### src/rtl/ram_access_seq.sv
// ram_access_seq: drives the FIR coefficient-RAM command bus.
// Turns sample strobes into broadcast read bursts and coefficient
// write streams into RAM writes.
// Ports:
//   iClk12M, iRst          : clock, synchronous active-high reset
//   iEnSample600k          : one-cycle sample strobe
//   iCoeffUpdateFlag       : level, coefficient load session
//   iCoeffValid/iCoeffData : coefficient stream in
//   oCoeffReady            : stream ready (combinational)
//   oCsnRam/oWrnRam        : RAM chip select / write enable, active low
//   oAddrRam/oWtDtRam      : {bank,tap} address and write data
//   oBusy/oUpdDone/oSmplDrop : status
module ram_access_seq #(
   parameter int P_TAPS  = 10,
   parameter int P_BANKS = 4,
   parameter int P_DW    = 16
) (
   input  logic            iClk12M,
   input  logic            iRst,
   input  logic            iEnSample600k,
   input  logic            iCoeffUpdateFlag,
   input  logic            iCoeffValid,
   input  logic [P_DW-1:0] iCoeffData,
   output logic            oCoeffReady,
   output logic            oCsnRam,
   output logic            oWrnRam,
   output logic [5:0]      oAddrRam,
   output logic [P_DW-1:0] oWtDtRam,
   output logic            oBusy,
   output logic            oUpdDone,
   output logic            oSmplDrop
);

   typedef enum logic [1:0] {
      IDLE,
      RDBURST,
      UPDATE,
      UPDFULL
   } state_t;

   // Read bursts count one past the last tap so the final read
   // still shows oBusy high before returning to IDLE.
   localparam logic [3:0] TAP_LAST  = 4'(P_TAPS - 1);
   localparam logic [3:0] TAP_END   = 4'(P_TAPS);
   localparam logic [1:0] BANK_LAST = 2'(P_BANKS - 1);

   state_t     state;
   logic [3:0] tap;
   logic [1:0] bank;

   assign oCoeffReady = (state == UPDATE) && iCoeffUpdateFlag;

   always_ff @(posedge iClk12M) begin
      if (iRst) begin
         state     <= IDLE;
         tap       <= '0;
         bank      <= '0;
         oCsnRam   <= 1'b1;
         oWrnRam   <= 1'b1;
         oAddrRam  <= '0;
         oWtDtRam  <= '0;
         oBusy     <= 1'b0;
         oUpdDone  <= 1'b0;
         oSmplDrop <= 1'b0;
      end else begin
         oCsnRam  <= 1'b1;
         oWrnRam  <= 1'b1;
         oUpdDone <= 1'b0;
         // A strobe is only serviced from IDLE when no load is pending.
         oSmplDrop <= iEnSample600k &&
                      ((state != IDLE) || iCoeffUpdateFlag);
         unique case (state)
            IDLE: begin
               if (iCoeffUpdateFlag) begin
                  state <= UPDATE;
                  tap   <= '0;
                  bank  <= '0;
                  oBusy <= 1'b1;
               end else if (iEnSample600k) begin
                  state    <= RDBURST;
                  oCsnRam  <= 1'b0;
                  oAddrRam <= 6'd0;
                  tap      <= 4'd1;
                  oBusy    <= 1'b1;
               end
            end
            RDBURST: begin
               if (tap == TAP_END) begin
                  state <= IDLE;
                  tap   <= '0;
                  oBusy <= 1'b0;
               end else begin
                  oCsnRam  <= 1'b0;
                  oAddrRam <= {2'b00, tap};
                  tap      <= tap + 4'd1;
               end
            end
            UPDATE: begin
               if (!iCoeffUpdateFlag) begin
                  state <= IDLE;
                  tap   <= '0;
                  bank  <= '0;
                  oBusy <= 1'b0;
               end else if (iCoeffValid) begin
                  oCsnRam  <= 1'b0;
                  oWrnRam  <= 1'b0;
                  oAddrRam <= {bank, tap};
                  oWtDtRam <= iCoeffData;
                  if (tap == TAP_LAST) begin
                     tap <= '0;
                     if (bank == BANK_LAST) begin
                        bank     <= '0;
                        state    <= UPDFULL;
                        oUpdDone <= 1'b1;
                     end else begin
                        bank <= bank + 2'd1;
                     end
                  end else begin
                     tap <= tap + 4'd1;
                  end
               end
            end
            UPDFULL: begin
               if (!iCoeffUpdateFlag) begin
                  state <= IDLE;
                  oBusy <= 1'b0;
               end
            end
            default: begin
               state <= IDLE;
               oBusy <= 1'b0;
            end
         endcase
      end
   end

endmodule

### config.mk
export PLATFORM = sky130hd
export DESIGN_NAME = ram_access_seq
export DESIGN_NICKNAME = d
export VERILOG_FILES = /design/src/rtl/ram_access_seq.sv
export SDC_FILE = /design/constraint.sdc
export NUM_CORES = 1
export LEC_CHECK = 0
export CAP_MARGIN = 20
export CORE_MARGIN = 3
export CORE_UTILIZATION = 30
export CTS_CLUSTER_DIAMETER = 120
export DETAILED_ROUTE_END_ITERATION = 7
export GPL_TIMING_DRIVEN = 0
export HOLD_SLACK_MARGIN = 0.06
export REMOVE_ABC_BUFFERS = 1
export SYNTH_ARGS = -nofsm -noshare
export SYNTH_HDL_FRONTEND = slang
export SYNTH_SLANG_ARGS = --single-unit
### constraint.sdc
create_clock -name iClk12M -period 3.4 [get_ports iClk12M]
set_clock_uncertainty 0.15 [all_clocks]
set_input_delay 0.68 -clock iClk12M [delete_from_list [all_inputs] [get_ports iClk12M]]
set_output_delay 0.68 -clock iClk12M [all_outputs]
set_load 0.005 [all_outputs]
==> reports/metrics.csv <==
metric,value,unit
WHS,0.302,ns
"Reg clk slew, reported paths",0.07,ns
Power Total,0.980,mW
htree depth,2,
drt first pass iters,4,
fin cells,312,
post-layout min period,3.21,ns
fmax,0.312,GHz
Port Buf Inserts,48,
vias in the first global route,1276,
slew margin rel.,0.581,
Root Buffer,clkbuf_8,
Syn Inst Count,195,
Worst Setup Start Kind,input pin,
number of synthesized flops with an enable pin,0,
post-route cell area,2300,um2
Yosys warning count,0,
Final ANT Viol Nets,0,
die area,6520,um2
fillers,536,
register area share after synthesis,0.418,
Peak VDD IR,159,uV
TNS Setup,0,ns
placed insts,303,
first-pass GRT wire length,6210,um
Critical Path RT,2.57,ns
Critical Path End Type,primary output,
Die Height,80.8,um
GRT overflow,0,
leakage,0.881,nW
Critical Path Most Common Cell,clkdlybuf4s50_1,
Setup-failing EPs final,0,
register bit total from synthesis,35,
combinational power share,0.247,
clock sinks,35,
CP arrival,2.38,ns
Yosys cell types,36,
cell internal pwr,0.693,mW
total of max-cap violations,0,
post-CTS setup buffers,0,
Iter 0 DRT Violations,73,
via count,1455,
status,completed,
post-DP HPWL,2860,um
CTS resizes,0,
Pwr per Cell Area,427,nW/um2
hold_buf cts,0,
clock tree from TritonCTS,built,
Seq pwr share,0.455,
register area,701,um2
Crit Path Class,in2out,
final net count,271,
Worst-Skew Late Latency,0.28,ns
min-delay worst type,reg2reg,
row count,26,
Max stage delay on crit path,0.76,ns
unrepaired setup endpoints after global routing,no,
Core Box Area,5270,um2
Post-Synthesis Cell Area,1680,um2
Post-synth ARST share,0,
DRC,0,
CP max FO,13,
Die Span X,80.8,um
P&R area growth vs syn,36.9,%
Mean Syn Cell Area,8.60,um2
share of cells above drive strength 1,0.0744,
GP Congestion,0.751,
vias per std cell,4.66,
wire length per cell,13.2,um
IO Count,49,
period utilization,0.943,
starting density of the core,0.318,
worst slew pin tran,0.628,ns
Clk pwr share,0.298,
deepest clock path buffer count,2,
DP Area,2200,um2
most used flip-flop cell after synthesis,dfxtp_1,
n_diodes,0,
switching share of total power,0.293,
routed wire length,4120,um
Max Slew Vio Count,0,
largest net degree at the start of global routing,28,
initial antenna violation count,0,
Crit-path slowest cell,clkdlybuf4s50_1,
cells along the critical path,"clkdlybuf4s50_1, nand2_1, inv_2, clkdlybuf4s50_1",
footprint of the multi-input gates,908,um2
GRT Total Usage,0.124,
net switching power figure,0.288,mW
final hold viol count,0,
total CTS buffers,5,
[final cells by class]
class,instances,area share
multi-input cells,144,0.396
clock buffers,7,0.0332
repair buffers,49,0.216
well taps,70,0.0381
inverters,6,0.00981
clock inverters,1,0.00218
flip-flops and latches,35,0.305
[power by group through the flow]
stage | logic (mW) | clock network (mW) | registers (mW)
after floorplan | 0.144 | 0 | 0.454
after global placement | 0.238 | 0 | 0.455
after detailed placement | 0.240 | 0 | 0.456
after CTS | 0.242 | 0.306 | 0.447
after global routing | 0.261 | 0.321 | 0.449
final | 0.242 | 0.292 | 0.446
[through the flow]
| stage | utilization | worst slack (ns) |
|---|---|---|
| finish | 0.436 | 0.193 |
| global route | 0.436 | 0.162 |
| CTS | 0.433 | 0.212 |
| detailed placement | 0.417 | 0.216 |
| global placement | 0.417 | 0.223 |
| floorplan | - | 1.52 |
[logic make-up after synthesis]
kind of cell,share of synthesized area
AND/OR/NAND/NOR,0.266
flip-flops,0.418
adder cells (fa/ha/maj),0.0672
buffers and inverters,0.0403
multiplexers,0.0537
AO/OA/AOI/OAI,0.154
[cells in the mapped netlist, types with 2 or more instances]
cell       n  area [um2]
nand2_1   55         206
nand3_1    7        35.0
a211oi_2   2        25.0
dfxtp_1   35         701
and3b_1    2        17.5
mux2i_1    9        90.1
o21ai_0    3        15.0
inv_1      5        18.8
ha_1       9         113
clkbuf_1   4        15.0
nor2b_1    2        12.5
nor2_1     8        30.0
a31oi_1    4        25.0
a21oi_1   19        95.1
nand3b_1   3        22.5
buf_2      6        30.0
nand4b_1   3        26.3
[flip-flops by register name, summed over array words and instances, names as in the netlist]
signal,flops
oWtDtRam,16
oAddrRam,6
tap,4
bank,2
state,2
oBusy,1
oCsnRam,1
oSmplDrop,1
oUpdDone,1
oWrnRam,1
[worst max-delay path: cells and delay by family]
| family | cells | cell delay (ns) |
|---|---|---|
| and+or+nand+nor | 1 | 0.24 |
| buffers and inverters | 3 | 1.46 |
[worst paths after layout]
path              depth (start not counted)              from      endpoint  slack, ns
setup / recovery                          4  iCoeffUpdateFlag   oCoeffReady       0.19
hold / removal                            2       oWtDtRam[2]   oWtDtRam[2]       0.30
setup reg to reg                          7          state[0]  oWtDtRam[14]       1.30
hold reg to reg                           2       oWtDtRam[2]   oWtDtRam[2]       0.30
[placed cells by master (no fill, tap or decap), types with 3 or more instances in the layout]
cell             count
mux2i_1              9
ha_1                 9
inv_1                5
nand3b_1             3
clkdlybuf4s50_1     48
nand2_1             55
nand4b_1             3
clkbuf_8             5
a31oi_1              4
a21oi_1             19
o21ai_0              3
nor2_1               8
nand3_1              7
dfxtp_1             35
[metal layers]
metal | vias up | global-route usage | wire length [um]
met1 | 670 | 0.160 | 1940
li1 | 754 | - | -
met5 | - | 0 | 0
met3 | 5 | 0.0299 | 144
met4 | 0 | 0.0456 | 49
met2 | 26 | 0.200 | 1980
Note: power is estimated with default switching activity, not from simulation.
